--- src/rtl/rv_ctrl_pkg.sv ---
// Shared definitions for the RV32IM ID/EX control path: ALU operation codes,
// load/store/branch/jump selector codes, major opcodes, the registered control
// bundle and the stall FSM state type.
package rv_ctrl_pkg;

  // ALU operations
  localparam logic [4:0] ALU_PASS   = 5'b00000;
  localparam logic [4:0] ALU_ADD    = 5'b00001;
  localparam logic [4:0] ALU_AND    = 5'b00010;
  localparam logic [4:0] ALU_OR     = 5'b00011;
  localparam logic [4:0] ALU_XOR    = 5'b00100;
  localparam logic [4:0] ALU_SLL    = 5'b00101;
  localparam logic [4:0] ALU_SRL    = 5'b00110;
  localparam logic [4:0] ALU_SRA    = 5'b00111;
  localparam logic [4:0] ALU_SUB    = 5'b01000;
  localparam logic [4:0] ALU_MUL    = 5'b01001;
  localparam logic [4:0] ALU_MULH   = 5'b01010;
  localparam logic [4:0] ALU_MULHU  = 5'b01011;
  localparam logic [4:0] ALU_MULHSU = 5'b01100;
  localparam logic [4:0] ALU_DIV    = 5'b01101;
  localparam logic [4:0] ALU_DIVU   = 5'b01110;
  localparam logic [4:0] ALU_REM    = 5'b01111;
  localparam logic [4:0] ALU_REMU   = 5'b10000;
  localparam logic [4:0] ALU_SLT    = 5'b10001;
  localparam logic [4:0] ALU_SLTU   = 5'b10010;

  localparam logic [2:0] LD_NONE = 3'd0, LD_LB = 3'd1, LD_LH = 3'd2, LD_LW = 3'd3,
                         LD_LBU = 3'd4, LD_LHU = 3'd5, LD_UPPER = 3'd6;
  localparam logic [1:0] ST_NONE = 2'd0, ST_SB = 2'd1, ST_SH = 2'd2, ST_SW = 2'd3;
  localparam logic [2:0] BR_NONE = 3'd0, BR_BEQ = 3'd1, BR_BNE = 3'd2, BR_BLT = 3'd3,
                         BR_BGE = 3'd4, BR_BLTU = 3'd5, BR_BGEU = 3'd6;
  localparam logic [1:0] JMP_NONE = 2'd0, JMP_JAL = 2'd1, JMP_JALR = 2'd2;

  // Major opcodes
  localparam logic [6:0] OPC_LOAD   = 7'b0000011;
  localparam logic [6:0] OPC_OPIMM  = 7'b0010011;
  localparam logic [6:0] OPC_AUIPC  = 7'b0010111;
  localparam logic [6:0] OPC_STORE  = 7'b0100011;
  localparam logic [6:0] OPC_OP     = 7'b0110011;
  localparam logic [6:0] OPC_LUI    = 7'b0110111;
  localparam logic [6:0] OPC_BRANCH = 7'b1100011;
  localparam logic [6:0] OPC_JALR   = 7'b1100111;
  localparam logic [6:0] OPC_JAL    = 7'b1101111;

  typedef struct packed {
    logic       valid;
    logic       illegal;
    logic [4:0] aluop;
    logic       immflag;
    logic       selectwrite;
    logic       writeenable;
    logic       read;
    logic       write;
    logic [2:0] loadsignal;
    logic [1:0] storesignal;
    logic [2:0] branchsignal;
    logic [1:0] jumpsignal;
  } ctrl_t;

  typedef enum logic [1:0] {ST_RUN, ST_MULDIV, ST_MEMWAIT} state_e;

endpackage

--- src/rtl/rv_decode.sv ---
// Purely combinational RV32IM decoder.
//   instr_i  : ID-stage instruction
//   ctrl_o   : decoded control bundle (all zero + illegal=1 when undecodable)
//   is_mul_o : legal MUL/MULH/MULHSU/MULHU
//   is_div_o : legal DIV/DIVU/REM/REMU
module rv_decode
  import rv_ctrl_pkg::*;
#(
  parameter bit ENABLE_M = 1'b1
) (
  input  logic [31:0] instr_i,
  output ctrl_t       ctrl_o,
  output logic        is_mul_o,
  output logic        is_div_o
);

  logic [6:0] opcode;
  logic [2:0] funct3;
  logic [6:0] funct7;
  logic       ill;
  ctrl_t      c;
  logic       mul_c, div_c;
  logic       unused_fields;

  assign opcode = instr_i[6:0];
  assign funct3 = instr_i[14:12];
  assign funct7 = instr_i[31:25];
  // Register and immediate fields are consumed downstream, not here.
  assign unused_fields = ^{instr_i[24:15], instr_i[11:7]};

  always_comb begin
    c     = '0;
    ill   = 1'b0;
    mul_c = 1'b0;
    div_c = 1'b0;
    case (opcode)
      OPC_OP: begin
        c.writeenable = 1'b1;
        case (funct7)
          7'b0000000: case (funct3)
            3'b000: c.aluop = ALU_ADD;
            3'b001: c.aluop = ALU_SLL;
            3'b010: c.aluop = ALU_SLT;
            3'b011: c.aluop = ALU_SLTU;
            3'b100: c.aluop = ALU_XOR;
            3'b101: c.aluop = ALU_SRL;
            3'b110: c.aluop = ALU_OR;
            default: c.aluop = ALU_AND;
          endcase
          7'b0100000: case (funct3)
            3'b000: c.aluop = ALU_SUB;
            3'b101: c.aluop = ALU_SRA;
            default: ill = 1'b1;
          endcase
          7'b0000001: begin
            if (!ENABLE_M) ill = 1'b1;
            mul_c = ~funct3[2];
            div_c = funct3[2];
            case (funct3)
              3'b000: c.aluop = ALU_MUL;
              3'b001: c.aluop = ALU_MULH;
              3'b010: c.aluop = ALU_MULHSU;
              3'b011: c.aluop = ALU_MULHU;
              3'b100: c.aluop = ALU_DIV;
              3'b101: c.aluop = ALU_DIVU;
              3'b110: c.aluop = ALU_REM;
              default: c.aluop = ALU_REMU;
            endcase
          end
          default: ill = 1'b1;
        endcase
      end
      OPC_OPIMM: begin
        c.immflag     = 1'b1;
        c.writeenable = 1'b1;
        case (funct3)
          3'b000: c.aluop = ALU_ADD;
          3'b010: c.aluop = ALU_SLT;
          3'b011: c.aluop = ALU_SLTU;
          3'b100: c.aluop = ALU_XOR;
          3'b110: c.aluop = ALU_OR;
          3'b111: c.aluop = ALU_AND;
          3'b001: if (funct7 == 7'b0000000) c.aluop = ALU_SLL; else ill = 1'b1;
          default: begin
            if (funct7 == 7'b0000000)      c.aluop = ALU_SRL;
            else if (funct7 == 7'b0100000) c.aluop = ALU_SRA;
            else                           ill = 1'b1;
          end
        endcase
      end
      OPC_LOAD: begin
        c.selectwrite = 1'b1;
        c.read        = 1'b1;
        c.writeenable = 1'b1;
        case (funct3)
          3'b000: c.loadsignal = LD_LB;
          3'b001: c.loadsignal = LD_LH;
          3'b010: c.loadsignal = LD_LW;
          3'b100: c.loadsignal = LD_LBU;
          3'b101: c.loadsignal = LD_LHU;
          default: ill = 1'b1;
        endcase
      end
      OPC_STORE: begin
        c.write = 1'b1;
        case (funct3)
          3'b000: c.storesignal = ST_SB;
          3'b001: c.storesignal = ST_SH;
          3'b010: c.storesignal = ST_SW;
          default: ill = 1'b1;
        endcase
      end
      OPC_BRANCH: case (funct3)
        3'b000: begin c.aluop = ALU_SUB;  c.branchsignal = BR_BEQ;  end
        3'b001: begin c.aluop = ALU_SUB;  c.branchsignal = BR_BNE;  end
        3'b100: begin c.aluop = ALU_SLT;  c.branchsignal = BR_BLT;  end
        3'b101: begin c.aluop = ALU_SLT;  c.branchsignal = BR_BGE;  end
        3'b110: begin c.aluop = ALU_SLTU; c.branchsignal = BR_BLTU; end
        3'b111: begin c.aluop = ALU_SLTU; c.branchsignal = BR_BGEU; end
        default: ill = 1'b1;
      endcase
      OPC_JAL: begin
        c.writeenable = 1'b1;
        c.jumpsignal  = JMP_JAL;
      end
      OPC_JALR: begin
        c.writeenable = 1'b1;
        c.jumpsignal  = JMP_JALR;
        if (funct3 != 3'b000) ill = 1'b1;
      end
      OPC_LUI, OPC_AUIPC: begin
        c.aluop       = (opcode == OPC_AUIPC) ? ALU_ADD : ALU_PASS;
        c.loadsignal  = LD_UPPER;
        c.immflag     = 1'b1;
        c.writeenable = 1'b1;
      end
      default: ill = 1'b1;
    endcase

    // An undecodable instruction collapses to a bubble that only carries the flag.
    if (ill) begin
      c         = '0;
      c.illegal = 1'b1;
      mul_c     = 1'b0;
      div_c     = 1'b0;
    end else begin
      c.valid = 1'b1;
    end
  end

  assign ctrl_o   = c;
  assign is_mul_o = mul_c;
  assign is_div_o = div_c;

endmodule

--- src/rtl/id_ex_control.sv ---
// ID/EX control register with stall FSM.
//   CLK, RESET_N          : clock, asynchronous active-low reset
//   INSTRUCTION/INSTR_VALID: ID-stage instruction and its qualifier
//   BUSYWAIT, FLUSH       : data-memory busy, kill the ID instruction
//   STALL                 : freeze PC and IF/ID (decoded from state)
//   remaining outputs     : registered EX control bundle
module id_ex_control
  import rv_ctrl_pkg::*;
#(
  parameter int MUL_CYCLES = 1,
  parameter int DIV_CYCLES = 32,
  parameter bit ENABLE_M   = 1'b1
) (
  input  logic        CLK,
  input  logic        RESET_N,
  input  logic [31:0] INSTRUCTION,
  input  logic        INSTR_VALID,
  input  logic        BUSYWAIT,
  input  logic        FLUSH,
  output logic        STALL,
  output logic        CTRL_VALID,
  output logic [4:0]  ALUOP,
  output logic        IMMflag,
  output logic        SELECTWRITE,
  output logic        WRITEENABLE,
  output logic        READ,
  output logic        WRITE,
  output logic [2:0]  LOADSIGNAL,
  output logic [1:0]  STORESIGNAL,
  output logic [2:0]  BRANCHSIGNAL,
  output logic [1:0]  JUMPSIGNAL,
  output logic        ILLEGAL
);

  localparam int MAX_CYC = (MUL_CYCLES > DIV_CYCLES) ? MUL_CYCLES : DIV_CYCLES;
  localparam int CNT_W   = $clog2(MAX_CYC + 1);
  localparam logic [CNT_W-1:0] MUL_LOAD = CNT_W'(MUL_CYCLES - 1);
  localparam logic [CNT_W-1:0] DIV_LOAD = CNT_W'(DIV_CYCLES - 1);

  ctrl_t            dec;
  logic             dec_mul, dec_div;
  ctrl_t            ctrl_q, ctrl_d;
  state_e           state_q, state_d;
  logic [CNT_W-1:0] cnt_q, cnt_d;

  rv_decode #(.ENABLE_M(ENABLE_M)) u_decode (
    .instr_i  (INSTRUCTION),
    .ctrl_o   (dec),
    .is_mul_o (dec_mul),
    .is_div_o (dec_div)
  );

  always_comb begin
    state_d = state_q;
    ctrl_d  = ctrl_q;
    cnt_d   = cnt_q;
    case (state_q)
      ST_RUN: begin
        if (FLUSH || !INSTR_VALID) begin
          ctrl_d = '0;
        end else begin
          ctrl_d = dec;
          if (dec_mul && (MUL_CYCLES > 1)) begin
            cnt_d   = MUL_LOAD;
            state_d = ST_MULDIV;
          end else if (dec_div && (DIV_CYCLES > 1)) begin
            cnt_d   = DIV_LOAD;
            state_d = ST_MULDIV;
          end else if ((dec.read || dec.write) && BUSYWAIT) begin
            // Memory is already busy as the access is captured: hold it.
            state_d = ST_MEMWAIT;
          end
        end
      end
      ST_MULDIV: begin
        if (cnt_q <= CNT_W'(1)) begin
          cnt_d   = '0;
          state_d = ST_RUN;
        end else begin
          cnt_d = cnt_q - CNT_W'(1);
        end
      end
      ST_MEMWAIT: begin
        if (!BUSYWAIT) begin
          // Access completed: keep the write-back fields, drop the request.
          ctrl_d.read  = 1'b0;
          ctrl_d.write = 1'b0;
          state_d      = ST_RUN;
        end
      end
      default: state_d = ST_RUN;
    endcase
  end

  always_ff @(posedge CLK or negedge RESET_N) begin
    if (!RESET_N) begin
      state_q <= ST_RUN;
      ctrl_q  <= '0;
      cnt_q   <= '0;
    end else begin
      state_q <= state_d;
      ctrl_q  <= ctrl_d;
      cnt_q   <= cnt_d;
    end
  end

  a_no_flush_while_stalled: assert property (
    @(posedge CLK) disable iff (!RESET_N) (state_q != ST_RUN) |-> !FLUSH
  );

  assign STALL        = (state_q != ST_RUN);
  assign CTRL_VALID   = ctrl_q.valid;
  assign ILLEGAL      = ctrl_q.illegal;
  assign ALUOP        = ctrl_q.aluop;
  assign IMMflag      = ctrl_q.immflag;
  assign SELECTWRITE  = ctrl_q.selectwrite;
  assign WRITEENABLE  = ctrl_q.writeenable;
  assign READ         = ctrl_q.read;
  assign WRITE        = ctrl_q.write;
  assign LOADSIGNAL   = ctrl_q.loadsignal;
  assign STORESIGNAL  = ctrl_q.storesignal;
  assign BRANCHSIGNAL = ctrl_q.branchsignal;
  assign JUMPSIGNAL   = ctrl_q.jumpsignal;

endmodule

--- config.mk ---
export PLATFORM = sky130hd
export DESIGN_NAME = id_ex_control
export DESIGN_NICKNAME = d
export VERILOG_FILES = /design/src/rtl/rv_ctrl_pkg.sv /design/src/rtl/rv_decode.sv /design/src/rtl/id_ex_control.sv
export SDC_FILE = /design/constraint.sdc
export NUM_CORES = 1
export LEC_CHECK = 0
export BUFFER_PORTS_ARGS = -buffer_cell sky130_fd_sc_hd__clkbuf_2
export CAP_MARGIN = 0
export CORE_ASPECT_RATIO = 0.9
export CORE_UTILIZATION = 35
export CTS_BUF_LIST = sky130_fd_sc_hd__clkbuf_4 sky130_fd_sc_hd__clkbuf_8
export CTS_CLUSTER_SIZE = 8
export DETAILED_ROUTE_END_ITERATION = 8
export PLACE_DENSITY_LB_ADDON = 0.12
export SYNTH_ARGS = -nofsm -noshare
export SYNTH_HDL_FRONTEND = slang
export SYNTH_HIERARCHICAL = 1
export SYNTH_SLANG_ARGS = --single-unit
export TNS_END_PERCENT = 1
--- constraint.sdc ---
create_clock -name CLK -period 1.45 [get_ports CLK]
set_input_delay 0.0725 -clock CLK [delete_from_list [all_inputs] [get_ports CLK]]
set_output_delay 0.0725 -clock CLK [all_outputs]
set_load 0.02 [all_outputs]
Yosys cells after proc, flatten, opt, wreduce, memory -nomap -nowiden
Index checks and enable logic that the tools add are counted.

Output and inout bits: 23. Flip-flop bits (word level): 30. Bits of input ports: 37. Word-level logic and storage cells: 118.

Mux-type cells: 50. $add $sub $neg: 1. $lt $le $gt $ge: 1. Eq/ne operators: 25. Reduce and logical (&&, ||, !) cells: 27.

Operator list (number): 5-bit case mux with 7 select lines (3); 5-bit case mux with 3 select lines (2); 7-bit by 6-bit == test with 1-bit output, second input constant (4); 22-bit two-way mux (1); 7-bit == test, second input constant (3); 21-bit two-way mux (1); 5-bit case mux with 4 select lines (1); 6-bit two-way mux (3); 3-bit case mux with 6 select lines (1); 1-bit two-way mux (17); 3-bit case mux with 5 select lines (1); 7-bit by 5-bit == test with 1-bit output, second input constant (2); 3-bit == test, second input constant (4); 2-bit two-way mux (6); 3-bit two-way mux (4); 2-bit case mux with 3 select lines (2); 6-bit case mux with 2 select lines (1); 2-bit OR reduction (6); 6-bit OR reduction (2); 3-bit OR reduction (3); 2-bit != test, second input constant (4); 2-bit case mux with 2 select lines (2); 4-bit case mux with 2 select lines (1); 7-bit by 1-bit == test with 1-bit output, second input constant (1); other kinds (24) (29).

Depth between registers and ports, before layout
Depth after elaboration: 12. Depth in mapped cells: 8. Mapped depth without buffers: 7.

Hierarchy
Netlist, hierarchy kept.

By module, submodules not included: id_ex_control (cells each 101, instances 1, seq. area each 750.7 um^2, area an instance 1295.0 um^2); rv_decode (cells each 139, instances 1, seq. area each 0.0 um^2, area an instance 830.8 um^2).

Worst setup path before layout
No wires, ideal clock.

Kind: input-to-reg. Start: input INSTRUCTION[26]. End: register ctrl_q, in the netlist ILLEGAL. Data required time: 1.329 ns. Path slack: -0.396 ns. Path buffers: 1. Stages on the path: 7. Setup time: 0.121 ns. Arrival: 1.725 ns. Cell sequence: or4_4 a2111oi_4 o221ai_2 and4bb_1 inv_1 buf_4 a22o_1.

RTL lines: start, declared (RTL line id_ex_control.sv:16) `input logic [31:0] INSTRUCTION,`; end signal, assigned (RTL line id_ex_control.sv:102) `ctrl_q <= ctrl_d;`; end, declared (RTL line id_ex_control.sv:42) `ctrl_t ctrl_q, ctrl_d;`.

==> parameters.txt <==
Parameter                              Value

Place
  Sum of net half-perimeters after detailed placement    about 4.7 mm
  IO buf count    44
  Last weighted congestion value of the routability-driven placer    a little under 0.9

CTS
  Number of buffers inserted during clock tree synthesis    5
  Cell chosen for the clock root    clkbuf_8
  Count of buffers added by post-CTS timing repair for setup    0
  Clock transition time at the flip-flop clock pins of the worst setup and hold paths    around 0.060 ns
  Clock sink count    30
  Clk_lat worst skew    ~0.28 ns
  Count of H-tree levels built during CTS    2
  CTS tree    built
  Bufs on Longest Clock Path    2

Floorplan
  Initial Util    0.368
  I/O pins    60
  Core Region    approximately 0.0058 mm²
  Die ar.    0.00637 mm²
  Die Y    between 70 and 80 µm
  Horizontal die dimension    between 80 and 90 µm
  Cell row count    26

Yosys
  Total number of yosys warnings    6
  Netlist area before placement    ~0.0021 mm²
  Mapped Nets    about 280
  Instance count of the mapped netlist    ~240
  Mean cell area of the mapped netlist    8.87 µm²

Timing
  Post-Route Skew    ~0.0034 ns
  Final critical-path share of the clock period    1.07
  Worst-margin pin slew    around 0.38 ns
  Time the final worst path needs with I/O delays and setup    between 1.5 and 2 ns
  Setup slack of the critical path after layout    -0.0987 ns
  Max-slew violation total from the final report    0
  Worst slew margin relative to its limit    0.745
  Achievable clock frequency    about 650 MHz
  RSZ-0062 raised after global routing    true
  Endpoints failing hold    0
  Sum Neg Setup Slack    -0.437 ns
  Final count of negative-setup-slack endpoints    10
  Worst hold-check slack    roughly 0.047 ns

Layout
  Fraction of final layout cells with drive strength greater than 1    0.431
  Number of nets at the end of the flow    372
  Layout overhead on the synthesized area    41.5%
  Final cell utilization of the core    0.521
  Antenna diodes    0

Critical path
  CP Class    primary input to flop
  Cells traversed along the worst timing path    clkbuf_2 -> or4_4 -> or2_4 -> o21ai_1 -> or4b_1 -> o21ai_0 -> a22o_1
  CP max stage cell    or4_4
  Required time of the worst setup path    approximately 1.7 ns
  Largest fanout on the critical path    4
  Crit path buffers/inverters    1
  Largest stage delay on the critical path    just under 0.6 ns
  Category of the worst setup path capture point    flop
  CP Data Arrival Time    between 1.5 and 2 ns
  Cell family with most CP delay    simple AND/OR/NAND/NOR gates
  Critical Path Source Type    primary input

GRT
  Antenna violations before repair    0
  Number of global-route vias before repair    ~2100
  GRT Resource Usage Total    0.208
  First-pass GRT wire length    approximately 10 mm
  GRT overflow    0
  Maximum number of pins on one net before global-route repair    31

Detailed routing
  Number of routed nets with antenna violations    0
  Initial DRC count    around 110
  Total iterations of the first detailed-routing run    6
  Routed wirelength normalized by instance count    about 15 µm
  Via/cell ratio    5.38
  Routed via count    between 2000 and 2500
  Number of design rule violations left after detail routing    6
  Total wire length    slightly above 6 mm

Run status
  Failing checks    DRC, setup timing
  Result of the run    complete, but fails checks

Power and ir drop
  Fraction of power consumed by combinational cells    0.198
  Pwr per Cell Area    641 mW/mm²
  Internal cell power    roughly 0.0014 W
  Power share of the sequential group    0.440
  Sw Ratio    0.272
  Max IR drop VDD    0.427 mV
  Power, Total    0.00192 W
  Leakage power    between 1 and 1.5 nW
  Switching Power    between 0.0005 and 0.0006 W
  Part of the power in the clock network    0.362

Min path
  Class of the most critical hold timing path    primary input to flop

Job
  Max-cap check violation count    0
-- per-layer routing --
layer	track usage	wire length (µm)	vias up
li1	-	-	1093
met1	0.297	3000	1028
met2	0.341	2760	49
met3	0.0358	254	4
met4	0.0345	29	0
met5	0	0	-
-- placed cells by master, fill, tap and decap left out, types with 8 or more instances in the layout --
cell,instances
clkbuf_2,44
a22o_1,21
dfrtp_1,30
nand2_1,12
nor3_1,11
inv_1,8
a21oi_1,11
buf_4,62
o21ai_0,10
nand3_1,10
nor2_1,17
-- sequential cells by signal (all words and copies together) (netlist names) --
name          flops
ALUOP             5
BRANCHSIGNAL      3
CTRL_VALID        1
ILLEGAL           1
IMMflag           1
JUMPSIGNAL        2
LOADSIGNAL        3
READ              1
SELECTWRITE       1
STORESIGNAL       2
WRITE             1
WRITEENABLE       1
cnt_q             6
state_q           2
-- worst paths after layout --
kind,from,end,slack (ns),depth (start not counted)
max reg2reg,cnt_q[0],cnt_q[2],0.08,5
max in group asynchronous,RESET_N,WRITEENABLE,0.82,3
max,INSTRUCTION[31],ALUOP[2],-0.1,7
min reg2reg,JUMPSIGNAL[1],JUMPSIGNAL[1],0.50,1
min,BUSYWAIT,state_q[1],0.05,2
min in group asynchronous,RESET_N,ALUOP[1],0.35,3
-- per-stage QoR --
step	setup slack, ns	std cells	area, µm²
6_report	-0.0987	404	3000
5_1_grt	-0.146	404	3000
4_1_cts	-0.0885	404	2980
3_5_place_dp	-0.538	395	2810
3_3_place_gp	-0.495	395	2810
2_1_floorplan	-0.250	239	2120
-- worst register-to-register path: stages, from the launching register on --
cell and delay (ns):
dfrtp_1 0.42, inv_1 0.08, ha_2 0.22, o21ba_2 0.20, nand2_1 0.09, o221a_2 0.24
-- final cells by class --
class | instances | area, µm²
clock buffers | 6 | 82.6
clock inverters | 2 | 12.5
fillers | 553 | 2760
inverters | 8 | 30.0
multi-input cells | 180 | 1320
flip-flops and latches | 30 | 751
well taps | 70 | 87.6
repair buffers | 108 | 716
-- power by group through the flow --
stage	combinational [W]	sequential, W	clock, W
3_5_place_dp	0.000366	0.000862	0
3_3_place_gp	0.000364	0.000862	0
2_1_floorplan	0.000174	0.000866	0
6_report	0.000381	0.000846	0.000698
5_1_grt	0.000422	0.000846	0.000765
4_1_cts	0.000378	0.000846	0.000726
-- timing repair --
item / in CTS / in global routing
hold buffers: 1 / 0
pin swaps: 6 / 3
setup endpoints to repair: 18 / 18
gates resized for setup: 14 / 6
endpoints found under the hold margin: 30 / 0
(Power assumes the default switching activity.)
